### config.mk
export PLATFORM = sky130hd
export DESIGN_NAME = i2s_dac_serializer
export DESIGN_NICKNAME = d
export VERILOG_FILES = /design/src/rtl/i2s_dac_serializer.sv
export SDC_FILE = /design/constraint.sdc
export NUM_CORES = 1
export LEC_CHECK = 0
export BUFFER_PORTS_ARGS = -buffer_cell sky130_fd_sc_hd__buf_2
export CAP_MARGIN = 20
export CORE_MARGIN = 8
export CORE_UTILIZATION = 50
export CTS_BUF_LIST = sky130_fd_sc_hd__clkbuf_4
export DETAILED_ROUTE_END_ITERATION = 12
export PLACE_DENSITY = 0.72
export SLEW_MARGIN = 20
export SYNTH_ARGS = -nofsm -noshare
export SYNTH_HDL_FRONTEND = slang
export SYNTH_SLANG_ARGS = --single-unit
### constraint.sdc
create_clock -name clk -period 4.8 [get_ports clk]
set_clock_uncertainty 0.05 [all_clocks]
set_input_delay 0.96 -clock clk [delete_from_list [all_inputs] [get_ports clk]]
set_output_delay 0.96 -clock clk [all_outputs]
set_load 0.03 [all_outputs]
### src/rtl/i2s_dac_serializer.sv
// i2s_dac_serializer
//   Serialises parallel stereo samples to an I2S DAC. The block is the master
//   for BCLK and LRCLK, which are both divided down from clk. Both channels are
//   latched once per frame, and a one-clk sample_req pulse marks each latch.
//
// Ports
//   clk            system clock, rising edge
//   reset_n        asynchronous active-low reset
//   enable         run request (level); sampled in IDLE and at frame boundaries
//   audio_left_in  signed left sample  [DATA_WIDTH-1:0]
//   audio_right_in signed right sample [DATA_WIDTH-1:0]
//   sample_req     one-clk pulse on every latch edge
//   dac_bclk       I2S bit clock (period 2*BCLK_DIV clk)
//   dac_lrclk      word select, 0 = left slot, 1 = right slot
//   dac_data       serial data; dac_bclk, dac_lrclk and dac_data change on the
//                  same clk edge as BCLK falls
//
// Build option
//   I2S_DAC_LEFT_JUSTIFIED_EN : when defined, the MSB is placed at slot
//   position 0 (left-justified). When undefined, the MSB is placed at
//   position 1 (standard I2S).
module i2s_dac_serializer #(
   parameter int DATA_WIDTH = 24,
   parameter int SLOT_WIDTH = 32,
   parameter int BCLK_DIV   = 4
) (
   input  logic                  clk,
   input  logic                  reset_n,
   input  logic                  enable,
   input  logic [DATA_WIDTH-1:0] audio_left_in,
   input  logic [DATA_WIDTH-1:0] audio_right_in,
   output logic                  sample_req,
   output logic                  dac_bclk,
   output logic                  dac_lrclk,
   output logic                  dac_data
);

   localparam int BIT_W = $clog2(2 * SLOT_WIDTH);
   localparam int DIV_W = (BCLK_DIV > 1) ? $clog2(BCLK_DIV) : 1;
   localparam logic [BIT_W-1:0] BIT_LAST = BIT_W'(2 * SLOT_WIDTH - 1);
   localparam logic [DIV_W-1:0] DIV_LAST = DIV_W'(BCLK_DIV - 1);

   typedef enum logic {IDLE, RUN} state_t;

   state_t                state, state_n;
   logic [DIV_W-1:0]      div_cnt, div_n;
   logic [BIT_W-1:0]      bit_cnt, bit_n, bit_inc;
   logic [DATA_WIDTH-1:0] shadow_l, shadow_r, shl_n, shr_n;
   logic                  req_n, bclk_n, lr_n, data_n;
   int unsigned           inc_i, pos_i;

   // Serial bit for slot position p of a sample.
   function automatic logic slot_bit(input logic [DATA_WIDTH-1:0] sh,
                                     input int unsigned p);
      logic b;
      b = 1'b0;
      for (int unsigned i = 0; i < DATA_WIDTH; i++) begin
`ifdef I2S_DAC_LEFT_JUSTIFIED_EN
         if (p == DATA_WIDTH - 1 - i) b = sh[i];
`else
         if (p == DATA_WIDTH - i) b = sh[i];
`endif
      end
      return b;
   endfunction

   always_ff @(posedge clk or negedge reset_n) begin
      if (!reset_n) begin
         state      <= IDLE;
         div_cnt    <= '0;
         bit_cnt    <= '0;
         shadow_l   <= '0;
         shadow_r   <= '0;
         sample_req <= 1'b0;
         dac_bclk   <= 1'b0;
         dac_lrclk  <= 1'b0;
         dac_data   <= 1'b0;
      end else begin
         state      <= state_n;
         div_cnt    <= div_n;
         bit_cnt    <= bit_n;
         shadow_l   <= shl_n;
         shadow_r   <= shr_n;
         sample_req <= req_n;
         dac_bclk   <= bclk_n;
         dac_lrclk  <= lr_n;
         dac_data   <= data_n;
      end
   end

   always_comb begin
      state_n = state;
      div_n   = div_cnt;
      bit_n   = bit_cnt;
      shl_n   = shadow_l;
      shr_n   = shadow_r;
      req_n   = 1'b0;
      bclk_n  = dac_bclk;
      lr_n    = dac_lrclk;
      data_n  = dac_data;

      bit_inc = (bit_cnt == BIT_LAST) ? '0 : bit_cnt + 1'b1;
      inc_i   = 32'(bit_inc);
      pos_i   = (inc_i >= SLOT_WIDTH) ? inc_i - SLOT_WIDTH : inc_i;

      case (state)
         IDLE: begin
            if (enable) begin
               state_n = RUN;
               shl_n   = audio_left_in;
               shr_n   = audio_right_in;
               req_n   = 1'b1;
               bit_n   = '0;
               div_n   = '0;
               bclk_n  = 1'b0;
               lr_n    = 1'b0;
               data_n  = slot_bit(audio_left_in, 0);
            end
         end
         RUN: begin
            if (div_cnt == DIV_LAST) begin
               div_n  = '0;
               bclk_n = ~dac_bclk;
               // BCLK is high, so this wrap is the falling edge: advance the bit.
               if (dac_bclk) begin
                  bit_n  = bit_inc;
                  lr_n   = (inc_i >= SLOT_WIDTH);
                  data_n = slot_bit((inc_i >= SLOT_WIDTH) ? shadow_r : shadow_l, pos_i);
                  if (bit_inc == '0) begin
                     if (enable) begin
                        // Position 0 of the new frame is driven from the
                        // freshly latched left sample, not the old shadow.
                        shl_n  = audio_left_in;
                        shr_n  = audio_right_in;
                        req_n  = 1'b1;
                        data_n = slot_bit(audio_left_in, 0);
                     end else begin
                        state_n = IDLE;
                        bclk_n  = 1'b0;
                        lr_n    = 1'b0;
                        data_n  = 1'b0;
                     end
                  end
               end
            end else begin
               div_n = div_cnt + 1'b1;
            end
         end
         default: state_n = IDLE;
      endcase
   end

endmodule

Yosys cells after proc, flatten, opt, wreduce, memory -nomap -nowiden. Cells that the tools add are included.

$add $sub $neg: 3. Order comparisons: 1. Equal/unequal tests: 30. Multiplexer cells: 68. Bitwise logic cells: 2. Reduce and logical (&&, ||, !) cells: 4.

Operators with widths (number): $eq 32x5->1 const B (9); $eq 32x4->1 const B (8); $mux 24 (9); $eq 32x3->1 const B (4); $pmux 24 s2 (2); $eq 32x2->1 const B (2); $mux 1 (43); $eq 32x1->1 const B (1); $mux 32 (1); $mux 6 (4); $pmux 6 s2 (1); $pmux 1 s2 (5); $sub 6x6->7 const B (1); $add 6x1->6 const B (1); $eq 6x6->1 const B (1); $ge 6x6->1 const B (1); $logic_not 6->1 (1); $reduce_and 3->1 (2); $mux 2 (2); $ne 2x1->1 const B (2); $ne 2x2->1 const B (2); $pmux 2 s2 (1); $add 2x1->2 const B (1); $eq 2x2->1 const B (1); 2 further kinds (3).

Register bits: 61. Input port bits: 51. Output and inout port bits: 4. Logic and storage cells: 117.

Logic depth before layout (Yosys ltp). Gate-level depths: netlist (run 1).

Word-level depth: 33. Gate-level depth with buffers: 11. Depth with buffers taken out: 10.

Worst setup path after synthesis (run 1). OpenSTA, ideal clock, no wires.

Path type: register to register. From: register bit_cnt[0]. To: register dac_data. Setup time: 0.126 ns. Data arrival time: 2.268 ns. Required time: 4.624 ns. Setup slack: 2.356 ns. Cell stages (with the launch flop): 11. Path buffers: 0. Period minus slack after synthesis: 2.444 ns. Path through: dfrtp_1 -> ha_1 -> a21oi_1 -> o21ai_4 -> nand2_8 -> mux2_4 -> a31oi_1 -> a221oi_2 -> o221a_1 -> o22ai_1 -> a21oi_2.

Word-level cells in the longest chain between the ends: 33. Elaborated cells on any way between the ends: 60. Those cells by class: add/sub: 2; order compare: 1; eq/ne: 25; mux: 31; reduce/logical: 1.

Ends and longest elaborated chain: from (decl) (RTL line 47) `logic [BIT_W-1:0] bit_cnt, bit_n, bit_inc;`; from (signal assigned) (RTL line 81) `bit_cnt <= bit_n;`; $add 6x1->6 or $eq 6x6->1 (tied branches) (RTL line 102) `bit_inc = (bit_cnt == BIT_LAST) ? '0 : bit_cnt + 1'b1;`; $mux 6 * (RTL line 102); $sub 6x6->7 or $ge 6x6->1 (tied branches) (RTL line 104, 128); $mux 32 (RTL line 104) `pos_i = (inc_i >= SLOT_WIDTH) ? inc_i - SLOT_WIDTH : inc_i;`; $eq 32x5->1 (RTL line 61) `if (p == DATA_WIDTH - i) b = sh[i];`; $mux 1 (24 in series) (RTL line 61); $mux 1 * (RTL line 129) `if (bit_inc == '0) begin`; $mux 1 * (RTL line 125) `if (dac_bclk) begin`; $mux 1 * (RTL line 121) `if (div_cnt == DIV_LAST) begin`; $pmux 1 s2 * (RTL line 106) `case (state)`; to (signal assigned) (RTL line 87) `dac_data <= data_n;`; to (decl) (RTL line 35) `output logic dac_data`.

Every way passes the cells marked *; elsewhere a longest branch is shown, timed or not. The select of a mux whose other input is x is not followed. A chain may end at the register's enable or synchronous reset.

Final worst setup path (run 1).
From: register bit_cnt[0]. To: register shadow_l[5].

Word-level cells in the longest chain between the ends: 5. Elaborated cells on any way between the ends: 6. Those cells by class: add/sub: 1; eq/ne: 2; mux: 1; reduce/logical: 2.

Ends and longest elaborated chain: $add 6x1->6 or $eq 6x6->1 (tied branches) (RTL line 102); $mux 6 * (RTL line 102); $logic_not 6->1 * (RTL line 129); $ne 2x1->1 (no line) *; $reduce_and 3->1 (no line) *; to (signal assigned) (RTL line 82) `shadow_l <= shl_n;`; to (decl) (RTL line 48) `logic [DATA_WIDTH-1:0] shadow_l, shadow_r, shl_n, shr_n;`.

Every way passes the cells marked *; elsewhere a longest branch is shown, timed or not.

==> results.md, run 1 <==
- The flow ran to the end, and the final reports show no timing, DRC or antenna violations.
- The most common cell after layout, fill and taps aside is nand2_1.
- Of all nets on the critical path, the largest fanout is 49.
- Counting cells, the worst reg-to-reg path comes to 11.
- The transition at the pin with the smallest max-transition slack is 0.761 ns.
- The data arrival time of the worst path is 3.73 ns.
- Across all register-to-register paths, the minimum setup slack is 1.35 ns.
- The leakage power figure is 1.86 nW.
- The post-detailed-route DRC marker count is 0.
- The share of the synthesized area in the top cell type is 44.7%.
- TritonCTS built the clock tree.
- After synthesis, the mean cell area works out to 8.47 sq um.
- The number of antenna diodes is 0.
- The standard-cell row count is 30.
- The share of total power in combinational logic is 40.7%.
- The end of the worst register-to-register path is shadow_l[5].
- The sequential group share of total power is 42.7%.
- The core box area is 6720 sq um.
- The power spent charging and discharging nets is 0.848 mW.
- Synthesis produced a netlist with a net count of 460.
- The most repeated library cell on the critical path is nand2_1.
- Net switching is 40.6% of the power.
- Summing over every cut layer, the via total after detailed routing is 2,883.
- For this run, the top clock speed supported by timing is 0.290 GHz.
- The clock group share of total power is 16.5%.
- The clock transition time at the flip-flop clock pins of the worst setup and hold paths is 0.10 ns.
- Dividing the detail-routed via count by the number of cells gives 5.39.
- The buffer depth of the longest clock path is 2.
- Data on the critical path is required at its endpoint by 5.09 ns.
- The first global-routing pass estimated 13,500 microns of wire.
- The number of enable-type register cells in the synthesized netlist is 0.
- For this run, the share of the core covered by cells in the final layout is 57.0%.
- The number of port buffers is 54.
- Fill cells in the final layout number 621.
- The floorplan step defined a die boundary enclosing 9730 sq um.
- The final count of hold timing violations is 0.
- The worst min-delay path endpoint is shadow_r[6].
- Setup repair after global routing left no endpoint under its margin.
- The first TritonRoute pass finished after 4 iterations.
- The finished cells cover 3830 sq um.
- The tightest min-delay check is of the register to register type.
- The tool flagged a number of max-cap violations equal to 0.
- The total negative slack for setup checks is 0 ns.
- The TritonCTS buffer count is 9.
- The layout overhead on the synthesized area is 12.2%.
- The number of antenna violations at the first check in global routing is 0.
- The signal on the critical path passes through ha_1 -> nand3_1 -> xor2_1 -> buf_4 -> nand2_1 -> o41ai_2 -> nand2_1 -> buf_4 -> inv_2 -> nand2_1 -> nand2_1.
- During I/O placement, the number of pins put on the boundary was 55.
- After the first detailed-routing iteration, the DRC count stood at 259.
- The post-CTS setup repair buffer count is 0.
- The basic-gate share of the synthesized area counting and, or, nand and nor cells is 26.7%.
- Of the cells placed in the final design, the portion with a size suffix greater than 1 is 20.0%.
- The synthesized netlist devotes 12.6% of its cell area to compound gates.
- The main combinational cell family by area after synthesis is simple AND/OR/NAND/NOR gates.
- The count of distinct cell types in the synthesized netlist is 52.
- Global routing used 16.9% of the available tracks.
- The least setup slack across all paths after layout is 1.35 ns.
- The worst register-to-register path begins at bit_cnt[0].
- The final setup violation count is 0.
- The final number of max-transition violations came to 0.
- The post-synthesis xor/xnor area fraction is 0.770%.
- The initial utilization of the core area, before any placement, comes to 50.8%.
- Wires add up to 7870 microns.
- The final layout contains 507 nets.
- The slowest library cell on the worst path is inv_2.
- The die is 98.6 microns wide.
- The root buffer selected by CTS is clkbuf_4.
- Counting flops and latches in the post-synthesis netlist gives 61.
- In the layout the commonest cells are 166 x nand2_1, 61 x dfrtp_1, 54 x buf_2.
- The internal power is 1.24 mW.
- The part of the cycle the worst path needs is 71.8%.
- The kind of cell with the highest combined delay on the critical path is buffers and inverters.
- The number of global-route vias before repair is 2,879.
- The worst slack after detailed placement is 1.41 ns.
- Yosys attributes the largest share of cell area to dfrtp_1 45%, nand2_1 18%, mux2i_1 5.9%, mux2_2 2.6%, o21ai_0 2.5%.
- In this run the cell area of the synthesized design comes to 3410 sq um.
- The most used flip-flop cell after synthesis is dfrtp_1.
- Once detail routing completed, the nets flagged for antenna violations numbered 0.
- The worst voltage drop across the vdd grid is 211 uV.
- The die boundary height is 98.6 microns.
- STA classifies the critical path endpoint as a register.
- Once detailed placement completed, the half-perimeter wirelength came to 5620 microns.
- The proportion of synthesized flip-flops having asynchronous set or reset is 100%.
- The power density over cell area is 544 nW/um^2.
- The worst pin sits at a relative slew slack of 49.2%.
- Counting instances, the worst hold path has a depth of 2.
- For the worst-skew pair, the clock arrives at the later sink with an insertion delay of 0.41 ns.
- Summing all placed instances gives a cell area of 3700 sq um.
- The routed design could run at a clock period as short as 3.45 ns.
- Of the synthesized area, sequential elements account for 44.7%.
- The count of buffer and inverter cells on the critical path is 3.
- The portion of synthesized area spent on multiplexers is 9.27%.
- dfrtp_1 takes more of the synthesized area than any other cell.
- After clock tree synthesis, the repair step resized 0 gates.
- The tree built by TritonCTS fans out to 61 sinks.
- The routed length per placed instance is 14.7 microns.
- The H-tree was split into 3 levels.
- The overflow left after global routing is 0.
- The critical path class is register to register.
- The nature of the critical path startpoint is a register.
- Buffers inserted to repair hold after CTS numbered 0.
- The Yosys step of the flow raised 0 warnings.
- After technology mapping, the gate count stands at 403.
- The hold slack is 0.429 ns.
- Summing the areas of all fa, ha and maj instances in the mapped netlist gives 2.20% of the synthesized area.
- The launch instance of the worst min-delay path is shadow_r[6].
- Entering global routing, the biggest net connects 50 pins.
- The largest single stage delay on the critical path is 0.62 ns.
- At the end of routability-driven placement, the weighted congestion stood at 0.908.
-- synth_stat cells, types with 5 or more instances --
cell type,n
nand2_1,166
nand3_1,12
buf_2,8
and3_1,6
a21oi_1,6
inv_1,5
o21ai_0,17
ha_1,6
nor2_1,11
dfrtp_1,61
mux2i_1,20
mux2_2,8
clkbuf_1,10
a31oi_1,5
-- worst register-to-register path: stages (launching register included) --
cell     delay [ns]
dfrtp_1        0.52
ha_1           0.53
nand3_1        0.19
xor2_1         0.17
buf_4          0.20
nand2_1        0.17
o41ai_2        0.29
nand2_1        0.11
buf_4          0.28
inv_2          0.64
nand2_1        0.15
nand2_1        0.08
-- kinds of logic (layout without fill, tap and decap cells) --
logic type	after synthesis	count (layout)
buf+inv	27	79
simple gates	216	216
fa+ha+maj	6	6
compound gates	60	60
mux	30	30
xor+xnor	3	3
flops	61	61
-- power by group through the flow --
stage | clock network (mW) | logic, mW | registers [mW]
after CTS | 0.353 | 0.851 | 0.890
after global placement | 0 | 0.835 | 0.893
after floorplan | 0 | 0.658 | 0.857
final | 0.345 | 0.850 | 0.892
after global routing | 0.376 | 0.969 | 0.921
after detailed placement | 0 | 0.846 | 0.900
-- state kept, by name (all words and copies together), names as in the netlist --
register	count
div_cnt	2
shadow_l	24
dac_lrclk	1
bit_cnt	6
dac_bclk	1
sample_req	1
dac_data	1
state	1
shadow_r	24
-- how the worst max path moves through the flow --
stage	startpoint	endpoint	slack, ns	cells past startpoint
2_1_floorplan	bit_cnt[0]	dac_data	2.36	10
3_3_place_gp	bit_cnt[0]	shadow_l[17]	1.53	11
3_5_place_dp	bit_cnt[0]	shadow_l[17]	1.41	11
4_1_cts	bit_cnt[0]	shadow_l[17]	1.35	11
5_1_grt	bit_cnt[0]	shadow_r[5]	0.93	11
6_report	bit_cnt[0]	shadow_l[5]	1.35	11
-- per-stage QoR --
step / instances / power [mW]
2_1_floorplan: 403 / 1.51
3_3_place_gp: 519 / 1.73
5_1_grt: 535 / 2.27
6_report: 535 / 2.09
4_1_cts: 535 / 2.09
3_5_place_dp: 519 / 1.75
-- per-layer routing --
layer / routed length [microns] / vias to the layer above / GRT usage [%] / part of all wire, %
li1: - / 1454 / - / -
met1: 3790 / 1342 / 22.7 / 48
met2: 3630 / 76 / 26.1 / 46
met3: 362 / 11 / 4.16 / 4.6
met4: 85 / 0 / 5.19 / 1.1
met5: 0 / - / 0 / 0
-- final cells by class --
type / instances / area [sq um] / area share (%)
Clock buffer: 10 / 75.1 / 1.96
Tap cell: 80 / 100 / 2.61
Clock inverter: 6 / 53.8 / 1.40
Timing Repair Buffer: 57 / 293 / 7.64
Sequential cell: 61 / 1530 / 39.8
Multi-Input combinational cell: 315 / 1760 / 46.0
Inverter: 6 / 22.5 / 0.588
Note: power is estimated with default switching activity, not from simulation.
==> inputs of run 2 (changes only) <==
- clock period: 4.8 -> 3.52 ns (I/O delays scaled with it)
==> results.md, run 2 (synthesis results as in run 1) <==
- The worst voltage drop across the vdd grid is 332 uV.
- The met1 layer usage reported by global route is 21.2%.
- Once placement completed, the tool counted placed cells totaling 521.
- The repair_antennas step left the layout with diodes totalling 0.
- Of all nets on the critical path, the largest fanout is 18.
- The number of port buffers is 54.
- The latest clock arrival within the worst-skew pair is 0.43 ns.
- The most critical setup path has its startpoint at bit_cnt[0].
- The slowest library cell on the worst path is ha_1.
- The transition at the pin with the smallest max-transition slack is 0.580 ns.
- The area growth from synthesis to layout is 13.3%.
- The largest net degree at the start of global routing is 49.
- The largest registers in the layout are shadow_l: 24 flops, shadow_r: 24 flops, bit_cnt: 6 flops.
- The final count of hold timing violations is 0.
- The met3 track demand over resource is 5.21%.
- The run finished with clean final reports.
- The global placer's final weighted congestion is 0.935.
- Buffers inserted during clock tree synthesis total 9.
- The HPWL after detailed placement is 5650 microns.
- The buffer depth of the longest clock path is 2.
- The number of max-capacitance violations reported is 0.
- The total overflow left after global routing is 0.
- Measured against its own limit, the worst slew margin works out to 61.0%.
- In the layout the commonest cells are 166 x nand2_1, 61 x dfrtp_1, 53 x buf_2.
- The number of global-route vias before repair is 3,005.
- The routed layout has 2,929 vias.
- The signal on the critical path passes through ha_1 -> a21oi_1 -> o21ai_4 -> nand2_8 -> mux2_4 -> a31oi_1 -> a221oi_2 -> o221a_1 -> o22ai_1 -> a21oi_2.
- The post-layout utilization of the core is 57.6%.
- The number of non-filler instances in the completed layout is 537.
- The H-tree was split into 3 levels.
- The type of the most critical hold path is input port to asynchronous set/reset pin.
- In the final routed layout, each cell accounts on average for 14.8 microns.
- Data arrives at the worst endpoint at 3.24 ns.
- After clock tree synthesis, the clock-pin slew on the worst setup and hold paths is 0.11 ns.
- 55 I/O pins were placed.
- The delay of the slowest cell on the worst path is 0.52 ns.
- The type of element capturing the critical path is a register.
- The smallest clock period supported by the final layout is computed as 2.96 ns.
- The die is 98.6 microns tall.
- The standard-cell row count is 30.
- The overall power of the completed layout is 2.86 mW.
- The root buffer selected by CTS is clkbuf_4.
- The final number of max-transition violations is 0.
- The fraction of layout instances using a drive strength above 1 is 20.8%.
- Post-CTS repair changed the size of 0 cells.
- After global routing, the most crowded layer is met2.
- The total wire length after detailed routing is 7960 microns.
- The layout has 613 filler cells.
- The detailed router finished its first iteration with 249 violations.
- The post-detailed-route DRC marker count is 0.
- The final net count is 509.
- The critical path class is register to register.
- The number of antenna violations at the first check in global routing is 0.
- Setup repair after global routing left no endpoint under its margin.
- The number of nets with antenna violations after detailed routing is 0.
- In this run the power density over the cells is 740 nW/um^2.
- The chip width is 98.6 microns.
- The total track usage is 17.4%.
- The post-CTS setup repair buffer count is 0.
- The startpoint identified for the worst register-to-register timing path is bit_cnt[0].
- The total negative slack for setup checks is 0 ns.
- The number of sinks driven by the clock tree is 61.
- For this configuration, the core starts out at a cell density of 50.8%.
- For this run, global-route usage on met2 was measured as 27.8%.
- The first TritonRoute pass finished after 6 iterations.
- The final setup violation count is 0.
- The required time at the worst-slack endpoint is 3.79 ns.
- The first global-routing pass estimated 13,800 microns of wire.
- The part of the cycle the worst path needs is 84.2%.
- Derived from the worst setup path, the maximum achievable clock frequency is 0.338 GHz.
- The nature of the critical path startpoint is a register.
- After clock tree synthesis, the flow added hold-fix buffers numbering 0.
- Dividing the detail-routed via count by the number of cells gives 5.45.
- The die covers 9730 sq um.
- The leakage power figure is 1.89 nW.
- TritonCTS built the clock tree.
- The core box area is 6720 sq um.
- Leaving out fill and tap cells, the most frequent cell in the layout is nand2_1.
-- run 2: power by group --
part           switching [mW]  internal [mW]
logic                   0.674          0.488
registers               0.229          0.988
clock network           0.270          0.212
-- run 2: worst max-delay path: cells and delay by family, from the launching register on --
kind	cells	cell delay (ns)
flops	1	0.51
simple gates	1	0.18
compound gates	7	1.26
fa+ha+maj	1	0.52
mux	1	0.33
-- run 2: cell type report --
class                           instances  area [sq um]  share of cell area (%)
Multi-Input combinational cell        315          1760                    45.6
Sequential cell                        61          1530                    39.5
Timing Repair Buffer                   59           323                    8.35
Tap cell                               80           100                    2.59
Clock buffer                            9          67.6                    1.75
Clock inverter                          7          66.3                    1.71
Inverter                                6          22.5                   0.582
-- run 2: routing by layer --
metal  up-vias  share of wire, %
li1       1462                 -
met1      1364                46
met2        83                47
met3        20               5.1
met4         0               2.0
met5         -                 0
-- run 2: final timing paths --
kind	end	slack, ns	cells past startpoint
hold / removal	bit_cnt[4]	0.20	1
hold reg to reg	dac_lrclk	0.43	2
setup reg to reg	dac_data	0.56	10
min in group clk	shadow_l[21]	0.40	3
max in group asynchronous	shadow_l[20]	2.62	2
setup / recovery	dac_data	0.56	10
-- run 2: metrics by stage --
stage	cell area, sq um	hold slack [ns]	setup WS [ns]
finish	3870	0.200	0.558
global route	3870	0.232	0.313
CTS	3860	0.393	0.562
detailed placement	3730	0.413	0.602
global placement	3730	0.406	0.699
floorplan	3410	0.358	1.08
==> inputs of run 3 (changes only) <==
- ABC_AREA: not set -> 1
- clock period: 3.52 -> 3.1 ns (I/O delays scaled with it)
==> results.md, run 3 <==
- The clock network is responsible for 20.9% of the overall power.
- The most common flop cell mapped by yosys is dfrtp_1.
- The post-synth design cell area is 3240 sq um.
- Entering global routing, the biggest net connects 68 pins.
- Setup repair after global routing could not meet its margin everywhere.
- The number of port buffers is 54.
- For this run, design rule violations remaining after detail routing come to 0.
- Data arrives at the worst endpoint at 3.12 ns.
- In the post-synthesis netlist, the cell with the most instances is nand2_1.
- The layer with the highest usage is met2.
- The post-synthesis xor/xnor area fraction is 0%.
- The global placer's final weighted congestion is 0.916.
- The number of hold buffers added after CTS was 0.
- The share of cell area taken by muxes after synthesis is 0%.
- The buffer depth of the longest clock path is 2.
- The kind of cell with the highest combined delay on the critical path is simple AND/OR/NAND/NOR gates.
- From bottom edge to top edge, the die measures 96.5 microns.
- In the routed layout, each cell is associated on average with a via count of 5.02.
- The main combinational cell family by area after synthesis is simple AND/OR/NAND/NOR gates.
- The latest clock arrival within the worst-skew pair is 0.39 ns.
- The count of distinct cell types in the synthesized netlist is 29.
- The global-route wire length before repair is 13,000 microns.
- Counting every net in the synthesized netlist gives 494.
- In the final layout, the registers with the most flip-flops are shadow_l: 24 flops, shadow_r: 24 flops, bit_cnt: 6 flops.
- The detail route stage leaves a number of antenna-violating nets equal to 0.
- The first-iteration detailed-routing DRC count is 118.
- The analysis attributes to cell leakage a power of 2.04 nW.
- The type of element capturing the critical path is a register.
- The relative max-transition margin is 53.2%.
- Registers are responsible for 41.0% of the overall power.
- The min-delay analysis places its worst path in the category input port to asynchronous set/reset pin.
- After detailed routing, the total wire length is 7860 microns.
- The number of global-route vias before repair came to 2,917.
- Setup violations remaining at the end of the flow were counted as 0.
- The worst voltage drop across the vdd grid is 451 uV.
- TritonCTS built the clock tree.
- The number of optimization iterations in the first detailed-route pass is 4.
- For this design, the slowest cell found on the critical path is dfrtp_1.
- Final hold analysis gives a worst-case slack of 0.220 ns.
- The cell accounting for the most synthesized area is dfrtp_1.
- Of the available clock period, the critical path in the final layout requires 92.8%.
- The power density over cell area is 841 nW/um^2.
- The number of antenna diodes is 0.
- The proportion of synthesized flip-flops having asynchronous set or reset is 100%.
- The HPWL after detailed placement is 5630 microns.
- For this run, the register share of the synthesized area comes to 47.2%.
- After clock tree synthesis, the clock-pin slew on the worst setup and hold paths is 0.10 ns.
- The number of max-capacitance violations reported is 0.
- After Yosys synthesis, and, or, nand and nor cells account for 32.7% of the synthesized area.
- The nature of the critical path startpoint is a register.
- Summing the areas of all fa, ha and maj instances in the mapped netlist gives 2.32% of the synthesized area.
- The met1 layer usage reported by global route is 22.8%.
- The area of the die is 9300 sq um.
- The final count of hold timing violations was 0.
- The most repeated library cell on the critical path is nand2_1.
- Counting flops with a built-in enable in the synthesized netlist gives 0.
- The number of H-tree branching levels is 3.
- Once the floorplan was initialized, standard cells occupied 51.3% of the core.
- The standard-cell row count is 29.
- Ranked by instance count, the synthesized netlist is headed by 194 x nand2_1, 61 x dfrtp_1, 42 x inv_1.
- The final critical path time including I/O delays and setup is 2.88 ns.
- The root buffer selected by CTS is clkbuf_4.
- The flow ran to the end, and the final reports show no timing, DRC or antenna violations.
- The chip width is 96.5 microns.
- The power spent charging and discharging nets is 1.27 mW.
- The total track usage is 17.7%.
- For the worst setup path, the data required time is 3.34 ns.
- The share of the synthesized area in the top cell type is 47.2%.
- The total number of vias is 2,938.
- The count of buffer and inverter cells on the critical path is 1.
- For this run, global-route usage on met2 was measured as 27.1%.
- The area growth from synthesis to layout is 21.4%.
- Global routing consumed, on the met3 layer, 4.64% of the routing resources.
- The number of antenna violations at the first check in global routing is 0.
- The number of top-level pins is 55.
- After detailed routing, the average wire length per cell comes to 13.4 microns.
- TritonCTS created 9 clock buffers.
- Of the total power, combinational logic draws 38.1%.
- The core box area is 6310 sq um.
- The average footprint of a synthesized cell is 7.41 sq um.
- For this run, the top clock speed supported by timing is 0.348 GHz.
- The delay of the slowest cell on the worst path is 0.43 ns.
- In the final layout, the share of cells above drive strength 1 is 22.8%.
- The transition at the pin with the smallest max-transition slack is 0.701 ns.
- The top fanout value on the critical path is 5.
- The final number of max-transition violations is 0.
- For this run, the post-layout net count is 560.
- The number of warnings issued by yosys is 0.
- The number of sinks driven by the clock tree is 61.
- The overflow left after global routing is 0.
- Synthesis inferred 61 register bits.
- Leaving out fill and tap cells, the most frequent cells in the layout are 191 x nand2_1, 59 x dfrtp_1, 54 x buf_2.
- The most common cell after layout, fill and taps aside is nand2_1.
- The internal power is 2.04 mW.
- For the final routed database, the setup TNS stands at 0 ns.
- Synthesis handed over a netlist of 437 instances.
- Of the total power, the share spent switching nets is 38.3%.
- The synthesized-area fraction occupied by ao, oa, aoi and oai cells is 10.4%.
- The critical path class is register to register.
- Yosys attributes the largest share of cell area to dfrtp_1 47%, nand2_1 22%, o21ai_0 5.1%, inv_1 4.9%, nor2_1 3.1%.
==> run 3: cell types whose count changed after synthesis, sizes merged, moves of 10 or more <==
cell | previous run | this run
nor2 | 13 | 33
mux2 | 10 | 0
nand2 | 167 | 201
o21ai | 20 | 34
mux2i | 20 | 0
inv | 6 | 46
==> run 3: worst paths after layout <==
path | end | slack, ns | cells past startpoint | from
setup / recovery | dac_data | 0.22 | 37 | bit_cnt[0]
hold / removal | dac_bclk | 0.22 | 1 | reset_n
max in group asynchronous | shadow_l[13] | 2.16 | 2 | reset_n
min in group clk | shadow_r[22] | 0.36 | 3 | audio_right_in[22]
setup reg to reg | dac_data | 0.22 | 37 | bit_cnt[0]
hold reg to reg | shadow_l[18] | 0.43 | 2 | shadow_l[18]
==> run 3: what timing repair did <==
item | 4_1_cts | 5_1_grt
gates resized for setup | 0 | 20
setup buffers | 0 | 7
setup endpoints to repair | 0 | 1
hold endpoints to repair | 0 | 0
==> run 3: metal layers <==
| metal | part of all wire (%) | up-vias |
|---|---|---|
| li1 | - | 1506 |
| met1 | 46 | 1336 |
| met2 | 46 | 76 |
| met3 | 5.2 | 20 |
| met4 | 2.5 | 0 |
| met5 | 0 | - |
==> run 3: area by class of cell <==
class,count,area [sq um]
Inverter,46,173
Clock inverter,6,101
Multi-Input combinational cell,317,1550
Tap cell,77,96.3
Fill cell,595,2380
Timing Repair Buffer,68,400
Sequential cell,61,1530
Clock buffer,10,75.1
==> run 3: power by group through the flow <==
stage               Clock (mW)  Sequential [mW]  Combinational, mW
global route             0.746             1.39               1.44
global placement             0             1.34               1.15
CTS                      0.704             1.34               1.19
detailed placement           0             1.35               1.18
floorplan                    0             1.33              0.863
finish                   0.692             1.35               1.26
==> run 3: through the flow <==
stage / power, mW / util, % / std cells / setup slack (ns) / instance area (sq um)
2_1_floorplan: 2.19 / - / 437 / 0.358 / 3240
3_3_place_gp: 2.49 / 57.2 / 561 / 0.213 / 3610
3_5_place_dp: 2.53 / 57.2 / 561 / 0.165 / 3610
4_1_cts: 3.23 / 60.0 / 577 / 0.134 / 3790
5_1_grt: 3.58 / 62.2 / 585 / -0.0642 / 3930
6_report: 3.31 / 62.2 / 585 / 0.223 / 3930
==> run 3: cell families after synthesis <==
kind of cell | Yosys count
buf+inv | 60
fa+ha+maj | 6
simple gates | 252
flops | 61
compound gates | 58
